### src/rtl/serial_add32_ctrl_if.sv
// serial_add32_ctrl_if
// Bundles the request and result signals of the nibble-serial adder/subtractor.
//   start  : request pulse, sampled on every rising edge
//   op     : 0 = add (a+b), 1 = subtract (a-b)
//   a, b   : operands, latched only when a start is accepted
//   busy   : high while nibbles are being processed
//   done   : one-cycle pulse, result valid
//   result : sum/difference, held from done until the next accepted start
//   co     : carry out of the MSB nibble (subtract: 1 = no borrow)
//   ov     : signed overflow
//   zero   : result equals 0
// The master modport is the requester side; the slave modport is the adder.
interface serial_add32_ctrl_if #(
    parameter int NIB = 8
);
    logic              start;
    logic              op;
    logic [4*NIB-1:0]  a;
    logic [4*NIB-1:0]  b;
    logic              busy;
    logic              done;
    logic [4*NIB-1:0]  result;
    logic              co;
    logic              ov;
    logic              zero;

    modport master (
        output start,
        output op,
        output a,
        output b,
        input  busy,
        input  done,
        input  result,
        input  co,
        input  ov,
        input  zero
    );

    modport slave (
        input  start,
        input  op,
        input  a,
        input  b,
        output busy,
        output done,
        output result,
        output co,
        output ov,
        output zero
    );
endinterface

### src/rtl/serial_add32_ctrl.sv
// serial_add32_ctrl
// Nibble-serial adder/subtractor: a single 4-bit carry-lookahead slice
// (cla4_ov) is reused for NIB cycles, LSB nibble first.  Subtraction is done
// as a + ~b + 1 by inverting b at latch time and seeding the carry with 1.
// Ports:
//   clk   : single clock, rising edge
//   reset : synchronous, active-high; aborts any operation in flight
//   bus   : serial_add32_ctrl_if slave modport (start/op/a/b in,
//           busy/done/result/co/ov/zero out)
// Latency: start accepted at edge k -> done high in the cycle after edge k+NIB.

// 4-bit carry-lookahead slice.  c3 is the carry into bit 3, exported so the
// caller can form signed overflow as c3 ^ co.
module cla4_ov (
    input  logic [3:0] x,
    input  logic [3:0] y,
    input  logic       ci,
    output logic [3:0] s,
    output logic       co,
    output logic       c3
);
    logic [3:0] g;
    logic [3:0] p;
    logic [4:0] c;

    assign g = x & y;
    assign p = x ^ y;

    // Fully expanded lookahead terms: every carry depends only on g, p, ci.
    assign c[0] = ci;
    assign c[1] = g[0] | (p[0] & ci);
    assign c[2] = g[1] | (p[1] & g[0]) | (p[1] & p[0] & ci);
    assign c[3] = g[2] | (p[2] & g[1]) | (p[2] & p[1] & g[0])
                | (p[2] & p[1] & p[0] & ci);
    assign c[4] = g[3] | (p[3] & g[2]) | (p[3] & p[2] & g[1])
                | (p[3] & p[2] & p[1] & g[0])
                | (p[3] & p[2] & p[1] & p[0] & ci);

    assign s  = p ^ c[3:0];
    assign co = c[4];
    assign c3 = c[3];
endmodule

module serial_add32_ctrl #(
    parameter int NIB = 8
) (
    input  logic                clk,
    input  logic                reset,
    serial_add32_ctrl_if.slave  bus
);
    localparam int W     = 4 * NIB;
    localparam int IDX_W = (NIB > 1) ? $clog2(NIB) : 1;
    localparam logic [IDX_W-1:0] IDX_LAST = IDX_W'(NIB - 1);

    typedef enum logic [1:0] {
        IDLE = 2'd0,
        RUN  = 2'd1,
        DONE = 2'd2
    } state_t;

    state_t             state_reg,  state_next;
    logic [IDX_W-1:0]   idx_reg,    idx_next;
    logic               carry_reg,  carry_next;
    logic [W-1:0]       a_reg,      a_next;
    logic [W-1:0]       b_reg,      b_next;
    logic [W-1:0]       result_reg, result_next;
    logic               co_reg,     co_next;
    logic               ov_reg,     ov_next;

    // Operand nibble views, so the slice input is a plain indexed select.
    logic [3:0] a_nib [NIB];
    logic [3:0] b_nib [NIB];

    genvar gi;
    generate
        for (gi = 0; gi < NIB; gi++) begin : g_nib
            assign a_nib[gi] = a_reg[gi*4 +: 4];
            assign b_nib[gi] = b_reg[gi*4 +: 4];
        end
    endgenerate

    logic [3:0] slice_x;
    logic [3:0] slice_y;
    logic [3:0] slice_s;
    logic       slice_co;
    logic       slice_c3;

    assign slice_x = a_nib[idx_reg];
    assign slice_y = b_nib[idx_reg];

    cla4_ov u_slice (
        .x  (slice_x),
        .y  (slice_y),
        .ci (carry_reg),
        .s  (slice_s),
        .co (slice_co),
        .c3 (slice_c3)
    );

    // Starts arriving while RUN is active are dropped entirely.
    logic start_ok;
    assign start_ok = bus.start && (state_reg != RUN);

    always_comb begin
        state_next  = state_reg;
        idx_next    = idx_reg;
        carry_next  = carry_reg;
        a_next      = a_reg;
        b_next      = b_reg;
        result_next = result_reg;
        co_next     = co_reg;
        ov_next     = ov_reg;

        case (state_reg)
            IDLE, DONE: begin
                if (start_ok) begin
                    a_next     = bus.a;
                    b_next     = bus.op ? ~bus.b : bus.b;
                    carry_next = bus.op;
                    idx_next   = '0;
                    state_next = RUN;
                end else begin
                    state_next = IDLE;
                end
            end
            RUN: begin
                result_next[int'(idx_reg)*4 +: 4] = slice_s;
                carry_next = slice_co;
                if (idx_reg == IDX_LAST) begin
                    // Last nibble: its flags describe the whole word.
                    co_next    = slice_co;
                    ov_next    = slice_c3 ^ slice_co;
                    state_next = DONE;
                end else begin
                    idx_next = idx_reg + IDX_W'(1);
                end
            end
            default: begin
                state_next = IDLE;
            end
        endcase
    end

    always_ff @(posedge clk) begin
        if (reset) begin
            state_reg  <= IDLE;
            idx_reg    <= '0;
            carry_reg  <= 1'b0;
            a_reg      <= '0;
            b_reg      <= '0;
            result_reg <= '0;
            co_reg     <= 1'b0;
            ov_reg     <= 1'b0;
        end else begin
            state_reg  <= state_next;
            idx_reg    <= idx_next;
            carry_reg  <= carry_next;
            a_reg      <= a_next;
            b_reg      <= b_next;
            result_reg <= result_next;
            co_reg     <= co_next;
            ov_reg     <= ov_next;
        end
    end

    assign bus.busy   = (state_reg == RUN);
    assign bus.done   = (state_reg == DONE);
    assign bus.result = result_reg;
    assign bus.co     = co_reg;
    assign bus.ov     = ov_reg;
    assign bus.zero   = (result_reg == '0);
endmodule

### src/flat_wrapper.sv
// flat-port wrapper written by rule: the top's interface ports become plain ports
module serial_add32_ctrl_flat 
#(
    parameter int NIB = 8
)
  (clk, reset, bus_start, bus_op, bus_a, bus_b, bus_busy, bus_done, bus_result, bus_co, bus_ov, bus_zero);
  serial_add32_ctrl_if #(.NIB(NIB)) bus_i ();
  input  logic clk;
  input  logic reset;
  input wire logic [$bits(bus_i.start)-1:0] bus_start;
  input wire logic [$bits(bus_i.op)-1:0] bus_op;
  input wire logic [$bits(bus_i.a)-1:0] bus_a;
  input wire logic [$bits(bus_i.b)-1:0] bus_b;
  output wire logic [$bits(bus_i.busy)-1:0] bus_busy;
  output wire logic [$bits(bus_i.done)-1:0] bus_done;
  output wire logic [$bits(bus_i.result)-1:0] bus_result;
  output wire logic [$bits(bus_i.co)-1:0] bus_co;
  output wire logic [$bits(bus_i.ov)-1:0] bus_ov;
  output wire logic [$bits(bus_i.zero)-1:0] bus_zero;
  assign bus_i.start = bus_start;
  assign bus_i.op = bus_op;
  assign bus_i.a = bus_a;
  assign bus_i.b = bus_b;
  assign bus_busy = bus_i.busy;
  assign bus_done = bus_i.done;
  assign bus_result = bus_i.result;
  assign bus_co = bus_i.co;
  assign bus_ov = bus_i.ov;
  assign bus_zero = bus_i.zero;
  serial_add32_ctrl #(.NIB(NIB)) u_core (.clk(clk), .reset(reset), .bus(bus_i));
endmodule
### config.mk
export PLATFORM = sky130hd
export DESIGN_NAME = serial_add32_ctrl_flat
export DESIGN_NICKNAME = d
export VERILOG_FILES = /design/src/rtl/serial_add32_ctrl_if.sv /design/src/rtl/serial_add32_ctrl.sv /design/src/flat_wrapper.sv
export SDC_FILE = /design/constraint.sdc
export NUM_CORES = 1
export LEC_CHECK = 0
export CAP_MARGIN = 20
export CORE_MARGIN = 2
export CORE_UTILIZATION = 50
export DETAILED_ROUTE_END_ITERATION = 7
export PLACE_DENSITY_LB_ADDON = 0.25
export SKIP_CTS_REPAIR_TIMING = 1
export SLEW_MARGIN = 40
export SYNTH_ARGS = -nofsm -noshare
export SYNTH_HDL_FRONTEND = slang
export SYNTH_SLANG_ARGS = --single-unit
### constraint.sdc
create_clock -name clk -period 3.7 [get_ports clk]
set_input_delay 0.555 -clock clk [delete_from_list [all_inputs] [get_ports clk]]
set_output_delay 0.555 -clock clk [all_outputs]
set_load 0.02 [all_outputs]
-- Yosys cells after proc, flatten, opt, wreduce, memory -nomap -nowiden
Cells that the tools add are included.
- equal/unequal tests: 7
- muxes and demuxes: 16
- multiply operators: 0
- $lt $le $gt $ge: 1
- add/sub/neg operators: 2
- reductions and logical operators: 9
- bitwise logic cells: 32
- shift operators: 2
- div/mod/pow operators: 0
- operators with widths (operator ; number):
    5-bit negator with 33-bit output ; 1
    4-bit by 33-bit variable shift with 32-bit output (first input constant) ; 1
    4-bit by 33-bit variable part select with 32-bit output ; 1
    32-bit bitwise mux ; 1
    32-bit zero test ; 1
    32-bit 2-to-1 mux ; 1
    32-bit inverter ; 1
    4-bit binary-select mux with 3-bit select ; 2
    1-bit AND ; 16
    4-bit 2-to-1 mux ; 4
    1-bit bitwise OR ; 10
    4-bit bitwise XOR ; 2
    3-bit 2-to-1 mux ; 2
    2-bit by 1-bit inequality test with 1-bit output (second input constant) ; 3
    3-bit one-hot mux with 2 select lines ; 1
    2-bit AND reduction ; 3
    4-bit AND ; 1
    4-bit >= comparator (second input constant) ; 1
    3-bit inverter with 4-bit output ; 1
    2-bit one-hot mux with 2 select lines ; 1
    3-bit by 1-bit adder with 3-bit output (second input constant) ; 1
    3-bit == test (second input constant) ; 1
    3-bit AND reduction ; 1
    2-bit by 1-bit == test with 1-bit output (second input constant) ; 1
    other kinds (10) ; 11
- flip-flop bits (word level): 104
- memory bits (writable): 0
- memories: 0
- logic and storage cells: 77
- bits in latches: 0
- input port bits: 68
- ROM bits: 0
- output and inout bits: 37

-- Depth between registers and ports, before layout
- word-level depth: 12
- mapped depth: 11
- gate-level depth less buffers: 8

-- Cells and area by module
A second synthesis with hierarchy kept.
- cell total of the unflattened synthesis: 551
- area, all modules: 5066.1 um2
- modules (own cells, without submodules) (module ; sequential area each (um2) ; area an instance (um2) ; cells an instance ; instances):
    serial_add32_ctrl ; 2082.0 ; 4911.0 ; 533 ; 1
    cla4_ov ; 0.0 ; 155.1 ; 18 ; 1

-- Least setup slack after synthesis
OpenSTA, ideal clock, no wires.
- kind: flip-flop to flip-flop
- from: register u_core.idx_reg[1]
- to: register u_core.result_reg[19] (netlist: u_core.bus.result[19])
- stages on the path, launching flop included: 12
- data required time: 3.578 ns
- setup time: 0.122 ns
- arrival: 2.855 ns
- buffers on the path: 3
- path slack: 0.723 ns
- period minus slack after synthesis: 2.977 ns
- cells stage by stage: dfxtp_1 -> clkbuf_1 -> buf_2 -> mux4_2 -> nand2_1 -> nand2_1 -> ha_1 -> a211o_1 -> a21oi_2 -> buf_2 -> nor3_1 -> a221o_1
- cells in the longest elaborated chain, start to end: 12
- elaborated cells on any way between the ends: 29
- those cells by class: add/sub (1); shift (2); mux (7); bitwise (19)
- RTL lines (element ; RTL line ; source):
    from (decl) ; serial_add32_ctrl.sv:62 ; logic [IDX_W-1:0] idx_reg, idx_next;
    from (signal assigned) ; serial_add32_ctrl.sv:156 ; idx_reg <= idx_next;
    3-bit inverter with 4-bit output (not written as such) ; serial_add32_ctrl.sv:88, serial_add32_ctrl.sv:89 ;
    4-bit binary-select mux with 3-bit select, on equally long branches ; serial_add32_ctrl.sv:88, serial_add32_ctrl.sv:89 ;
    4-bit 2-to-1 mux, on equally long branches (2 in series) ; serial_add32_ctrl.sv:88, serial_add32_ctrl.sv:89 ;
    4-bit bitwise XOR or 4-bit AND (tied branches) ; serial_add32_ctrl.sv:27, serial_add32_ctrl.sv:26 ;
    1-bit AND, on equally long branches ; serial_add32_ctrl.sv:33, serial_add32_ctrl.sv:34 ;
    1-bit bitwise OR, or another cell as far along ; serial_add32_ctrl.sv:33 ; assign c[3] = g[2] | (p[2] & g[1]) | (p[2] & p[1] & g[0])
    1-bit bitwise OR or 1-bit AND (tied branches) ; serial_add32_ctrl.sv:33, serial_add32_ctrl.sv:34 ;
    1-bit bitwise OR ; serial_add32_ctrl.sv:34 ; | (p[2] & p[1] & p[0] & ci);
    4-bit bitwise XOR ; serial_add32_ctrl.sv:39 ; assign s = p ^ c[3:0];
    4-bit by 33-bit variable part select with 32-bit output ; serial_add32_ctrl.sv:127 ; result_next[int'(idx_reg)*4 +: 4] = slice_s;
    32-bit bitwise mux (*) ; serial_add32_ctrl.sv:127 ;
    to (signal assigned) ; serial_add32_ctrl.sv:160 ; result_reg <= result_next;
    to (decl) ; serial_add32_ctrl.sv:66 ; logic [W-1:0] result_reg, result_next;
Every way passes the cells marked *; elsewhere a longest branch is shown, timed or not. The select of a mux whose other input is x is not followed.
A chain may end at the register's enable or synchronous reset.

-- Final worst setup path
- from: register u_core.idx_reg[0]
- to: register u_core.ov_reg (netlist: u_core.bus.ov)
- cells in the longest elaborated chain, start to end: 11
- elaborated cells on any way between the ends: 31
- those cells by class: eq/ne (1); mux (6); bitwise (23); reduce/logical (1)
- RTL lines (element ; RTL line ; source):
    3-bit inverter with 4-bit output (not written as such) ; serial_add32_ctrl.sv:88, serial_add32_ctrl.sv:89 ;
    4-bit binary-select mux with 3-bit select, on equally long branches ; serial_add32_ctrl.sv:88, serial_add32_ctrl.sv:89 ;
    4-bit 2-to-1 mux, on equally long branches (2 in series) ; serial_add32_ctrl.sv:88, serial_add32_ctrl.sv:89 ;
    4-bit bitwise XOR or 4-bit AND (tied branches) ; serial_add32_ctrl.sv:27, serial_add32_ctrl.sv:26 ;
    1-bit AND, on equally long branches ; serial_add32_ctrl.sv:35, serial_add32_ctrl.sv:36, serial_add32_ctrl.sv:37 ;
    1-bit bitwise OR, or another cell as far along (2 in series) ; serial_add32_ctrl.sv:35 ; assign c[4] = g[3] | (p[3] & g[2]) | (p[3] & p[2] & g[1])
    1-bit bitwise OR or 1-bit AND (tied branches) ; serial_add32_ctrl.sv:36, serial_add32_ctrl.sv:37 ;
    1-bit bitwise OR ; serial_add32_ctrl.sv:37 ; | (p[3] & p[2] & p[1] & p[0] & ci);
    1-bit bitwise XOR ; serial_add32_ctrl.sv:132 ; ov_next = slice_c3 ^ slice_co;
    to (signal assigned) ; serial_add32_ctrl.sv:162 ; ov_reg <= ov_next;
    to (decl) ; serial_add32_ctrl.sv:68 ; logic ov_reg, ov_next;
Parallel ways exist; a longest one is shown, timed or not. The select of a mux whose other input is x is not followed.

==> impl_metrics.tcl <==
set metrics [dict create \
    synth-async-reset-ratio_pct 0 \
    grt_pass1_vias 4119 \
    routabilityCongestion 0.8176 \
    grt.overflow.total 0 \
    relSlewSlack_pct 49.17 \
    crit_path_top_delay_cell "a21oi_2" \
    synth.distinct_cells 44 \
    cp_data_arrival_time_ns 3.55 \
    cts_max_level 3 \
    cp_cell_sequence "buf_4, mux4_2, nand2_1, nand2_1, ha_1, a211o_1, a21oi_2, nor3_1, a2111oi_0" \
    powerDensity_nw_per_um2 374.9 \
    finalCriticalPeriod_ns 3.328 \
    drc 0 \
    cp.required_ns 3.93 \
    via_per_inst 5.456 \
    clockRootBuffer "clkbuf_8" \
    yosysSeqAreaShare_pct 41.90 \
    wl_per_cell_um 14.86 \
    critical_path.max_stage_delay_ns 0.61 \
    fin_nets 718 \
    maxCapViolCount 0 \
    min_path_type "reg -> reg" \
    cp_common_cell "nand2_1" \
    hold-worst-slack_ns 0.4580 \
    clock_latency_ns 0.36 \
    start_util_pct 51.07 \
    syn-cell-area_um2 4969 \
    clock-sinks 104 \
    crit_path_max_fanout 19 \
    area_delta_synth_final_pct 26.32 \
    hp-start "u_core.a_reg[12]" \
    fp.dieH_um 103.7 \
    finalHoldViolations 0 \
    clk_pin_slew_worst_paths_ns 0.10 \
    diodes 0 \
    rows 36 \
    outcome "complete, no violations" \
    cts-buffers-inserted 9 \
    grt_pass1_wl_um 19320 \
    reg2reg_to "u_core.bus.ov" \
    synth_fp_nets 637 \
    vias 4234 \
    synth_edf_count 0 \
    cts_tree "yes" \
    ys_warn_count 0 \
    worstSetupPathType "reg -> reg" \
    fill_cells 846 \
    fp.coreArea_um2 9729 \
    r2r_slack_ns 0.37 \
    drive_above_1_share_pct 7.776 \
    antenna_found_initial 0 \
    clk_path_buf_depth 2 \
    hpwl_um 8449 \
    dieArea_um2 10750 \
    portBuffers 104 \
    drtAntennaViolNets 0 \
    synthFlopType "dfxtp_1" \
    syn_inst 557 \
    fmax_mhz 300.5 \
    endpoint_kind "flop" \
    p_leak_nw 2.279 \
    ys_ff_latch 104 \
    tightest_slew_ns 0.7609 \
    grt_max_degree 65 \
    rsz0062_at_grt "false" \
    fp.dieW_um 103.7 \
    wirelength_um 11530 \
    r2r-start "u_core.idx_reg[0]" \
    min_to "u_core.a_reg[12]" \
    grt_use_total_pct 21.69 \
    syn_area_per_cell_um2 8.920 \
    ios 105 \
    r2r_cells 9 \
    drt_iter0_markers 211 \
    dr.pass1.iters 5 \
    cp-start-kind "flop" \
    cp-startpoint "u_core.idx_reg[0]" \
    fin_skew_ns 0.01306 \
    hold_depth 2 \
    tns_ns 0 \
    ir_drop_mv 0.2255 \
    setup_viol 0 \
    timing.final.crit_share_pct 89.95 \
    slew_viol_final 0 \
]
## cells in the mapped netlist (all sizes together), types with 4 or more instances
cell type | number | share of area, %
nor3b | 4 | 0.83
dfxtp | 104 | 42
nand3b | 14 | 2.1
a221o | 4 | 0.81
inv | 4 | 0.30
nor2 | 60 | 4.5
o31ai | 6 | 0.91
buf | 14 | 1.3
nand3 | 7 | 1.3
ha | 11 | 2.8
nor2b | 6 | 0.76
nand2b | 5 | 0.63
a21oi | 44 | 4.5
xnor2 | 33 | 5.8
nand2 | 97 | 7.3
nor4 | 12 | 1.5
mux2i | 9 | 1.8
or3 | 9 | 1.1
nor3 | 8 | 0.81
nand4 | 5 | 0.63
clkbuf | 27 | 2.0
mux4 | 16 | 7.3
a211oi | 35 | 5.3
## cell families after synthesis
logic type	Yosys count	synth area share, %
muxes	25	9.066
buffers and inverters	46	3.702
xor gates and xnor gates	34	5.994
DFF	104	41.90
AOI/OAI and AO/OA	98	12.97
adders and majority gates	12	3.173
and+or+nand+nor	238	23.19
## cells in the final DEF (no fill, tap or decap), drive strengths merged, types with 2 or more instances in the layout
cell and count:
dfxtp 104, clkdlybuf4s50 102, nand2 97, nor2 60, a21oi 44, a211oi 35
xnor2 33, mux4 16, nand3b 14, nor4 12, ha 11, clkbuf 10
or3 9, mux2i 9, buf 9, nor3 8, nand3 7, o31ai 6
nor2b 6, clkinv 6, nand4 5, nand2b 5, inv 4, a221o 4
nor3b 4, a211o 2, or2 2, or3b 2, or4 2, a311o 2
o21ai 2, and2 2
## metal layers
layer / routed length [um] / track usage, %
met5: 0 / 0
met1: 5014 / 26.49
met2: 5704 / 38.79
met3: 581 / 3.650
met4: 234 / 7.239
## critical path, delay by kind of cell (launching register included)
kind / cells / cell delay [ns]
flops: 1 / 0.34
compound gates: 3 / 1.42
buf+inv: 1 / 0.27
fa+ha+maj: 1 / 0.30
simple gates: 3 / 0.31
mux: 1 / 0.54
## area by class of cell
cell class                 instances  area, um2  share of cell area [%]
clock buffer                      10      137.6                   2.193
multi-input combinational        407       2710                   43.18
tap                              133      166.4                   2.652
inverter                           5      18.77                  0.2990
timing repair buffer             111       1101                   17.54
clock inverter                     6      58.81                  0.9370
sequential                       104       2083                   33.19
## per-stage QoR
step           util (%)  instances  power [mW]  instance area, um2  setup slack, ns
2_1_floorplan         -        557       1.513                4969           0.7233
3_3_place_gp      62.45        760       1.663                6076           0.5723
3_5_place_dp      62.45        760       1.675                6076           0.2721
4_1_cts           64.47        776       2.368                6272           0.3003
5_1_grt           64.51        776       2.461                6276          0.07375
6_report          64.51        776       2.353                6276           0.3719
## where the power goes
| group | leakage [nW] | total, mW | switching (mW) | internal [mW] |
|---|---|---|---|---|
| sequential | 0.852 | 1.22 | 0.0379 | 1.18 |
| combinational | 1.32 | 0.432 | 0.221 | 0.211 |
| clock | 0.106 | 0.705 | 0.377 | 0.328 |
## how the worst max path moves through the flow
| stage | end | slack (ns) | cells after the start |
|---|---|---|---|
| floorplan | u_core.bus.result[19] | 0.72 | 11 |
| global placement | u_core.bus.result[23] | 0.57 | 8 |
| detailed placement | u_core.bus.ov | 0.27 | 8 |
| CTS | u_core.bus.ov | 0.30 | 8 |
| global route | u_core.bus.ov | 0.07 | 9 |
| finish | u_core.bus.ov | 0.37 | 9 |
No activity file was read; power rests on OpenSTA's default activity.
==> RTL change, RTL diff (same settings) <==
Reset style: asynchronous (`reset`), changed in one clocked block.
--- a/src/rtl/serial_add32_ctrl.sv
+++ b/src/rtl/serial_add32_ctrl.sv
@@ -141,7 +141,7 @@
         endcase
     end
 
-    always_ff @(posedge clk) begin
+    always_ff @(posedge clk or posedge reset) begin
         if (reset) begin
             state_reg  <= IDLE;
             idx_reg    <= '0;
Function: differs if reset is asserted again (counterexample within 4 cycles, from zero or initial values and one cycle with reset high); with reset held inactive, the same outputs for 10 cycles.
==> RTL change against the original RTL <==
Setup slack improved by 160 ps. Final area rose by 2.0%. Maximum frequency rose by 5.0%. Area after synthesis rose by 0.68%. Non-clock buffer count fell by 2. Sequential cell count did not move. Critical path depth did not move. Wire length fell by 12%. First-iteration DRC count fell by 31%. Critical path type unchanged. Highest routed layer unchanged.
Power is not compared: it rests on default switching activity, and its combinational part moved more than twofold at a synthesized area within 25%.
==> RTL change: results (changes against the original RTL) <==
[synth]
async_flop_share_pct = 100  ; +100 points
synth_common_cells = dfrtp_1, nand2_1, o21ai_0
ys_seq_area_share_pct = 52.0  ; +10 points
synth-main-ff-cell = dfrtp_1
yosys.area.top_type_share_pct = 52.0  ; +10 points
synth_cell_types = 34  ; -23%
syn_nets = 518  ; -19%
synth_area_leaders = dfrtp_1, mux2_2, mux4_2

[sta]
finalMaxSlewViolations = 0  ; unchanged
max_freq_ghz = 0.315  ; +5.0%
worst_pin_slew_ps = 718  ; -43.0 ps

[place]
gp_congestion = 0.766  ; -6.3%
pre_cts_slack_ps = 569  ; +297 ps
place_hpwl_mm = 7.61  ; -9.9%

[worst_setup_path]
crit_fanout = 17  ; -2
r2r_slack_ps = 530  ; +160 ps
crit_arrival_ps = 3400  ; -150 ps

[clocking]
cts.path.max_buffers = 2  ; unchanged
clk_latency_ps = 380  ; +20 ps

[outcome]
status = completed

[final_layout]
drive_gt1_share_pct = 15.4  ; +7.6 points
fin_nets = 615  ; -14%

[detailed_routing]
drt-total-wl_mm = 10.1  ; -12%
drt_iter0_drc = 145  ; -31%
viasPerCell = 5.22  ; -4.3%

[grt]
grt_pass1_vias = 3620  ; -12%
grt_max_degree = 92  ; +42%
grt_pass1_wl_mm = 17.1  ; -12%

[pwr]
ir_drop_mv = 0.512

==> RTL change: cell count changes in the layout (fill, tap and decap cells not counted), moves of 5 or more <==
cell and delta:
dfrtp_1 +104, dfxtp_1 -103, o21ai_0 +54, nor2_1 -53, a21oi_1 -40, mux2_2 +40, a211oi_1 -34, nand2_1 -17
nand3b_1 -14, nand3_1 +9, or3_1 -8, mux2i_1 -6, o31ai_1 -6, nor3_1 -5
==> RTL change: area by class of cell <==
cell class	instances	area, um^2
Clock buffer	9	124
Clock inverter	7	101
Fill cell	819	3330
Inverter	10	45.0
Multi-Input combinational cell	301	2260
Sequential cell	104	2600
Tap cell	133	166
Timing Repair Buffer	109	1100
==> RTL change: cell families (layout without fill, tap and decap cells) <==
logic type / count (synthesis) / count (layout) / synth area share (%)
buf+inv: 33 / 135 / 2.88
compound gates: 62 / 62 / 6.38
fa+ha+maj: 12 / 12 / 3.15
flops: 104 / 104 / 52.0
mux: 61 / 61 / 17.4
xor+xnor: 35 / 35 / 6.13
simple gates: 131 / 131 / 12.0
==> RTL change: per-layer routing <==
layer / wire length, um / track usage, % / vias to the layer above / share of wire, %
met1: 4500 / 25.5 / 1699 / 44
met4: 104 / 5.41 / 0 / 1.0
met2: 5010 / 33.3 / 94 / 50
met5: 0 / 0 / - / 0
met3: 498 / 4.57 / 12 / 4.9
li1: - / - / 1709 / -
==> RTL change: critical path: stages, from the launching register on <==
cell and delay (ps):
dfrtp_1 820, buf_4 280, mux4_2 310, nand2_1 80, nand2_1 80, ha_1 210, a211oi_1 290, o21bai_1 200
xnor2_1 550, o21ai_0 200
==> RTL change: power by group <==
part | internal [mW] | switching (mW) | leakage [nW]
Clock | 0.387 | 0.394 | 0.106
Combinational | 1.41 | 1.58 | 1.31
Sequential | 1.65 | 0.374 | 1.30
==> RTL change: path summary, 6_finish.rpt <==
kind,startpoint,endpoint,cells past startpoint
worst max-delay path,u_core.idx_reg[1],u_core.bus.result[11],9
worst min-delay path,u_core.b_reg[24],u_core.b_reg[24],2
worst max register to register,u_core.idx_reg[1],u_core.bus.result[11],9
worst min register to register,u_core.b_reg[24],u_core.b_reg[24],2
max in group asynchronous,reset,u_core.a_reg[18],3
min in group asynchronous,reset,u_core.bus.result[9],2
==> RTL change: metrics by stage <==
step           instance area, um^2  hold WS (ps)  util [%]  std cells  total power [mW]
3_5_place_dp                  6170           470      63.5        657              5.05
5_1_grt                       6400           521      65.8        673              6.23
3_3_place_gp                  6150           457      63.2        656              4.93
4_1_cts                       6400           487      65.8        673              5.84
6_report                      6400           480      65.8        673              5.81
2_1_floorplan                 5000           445         -        438              4.03
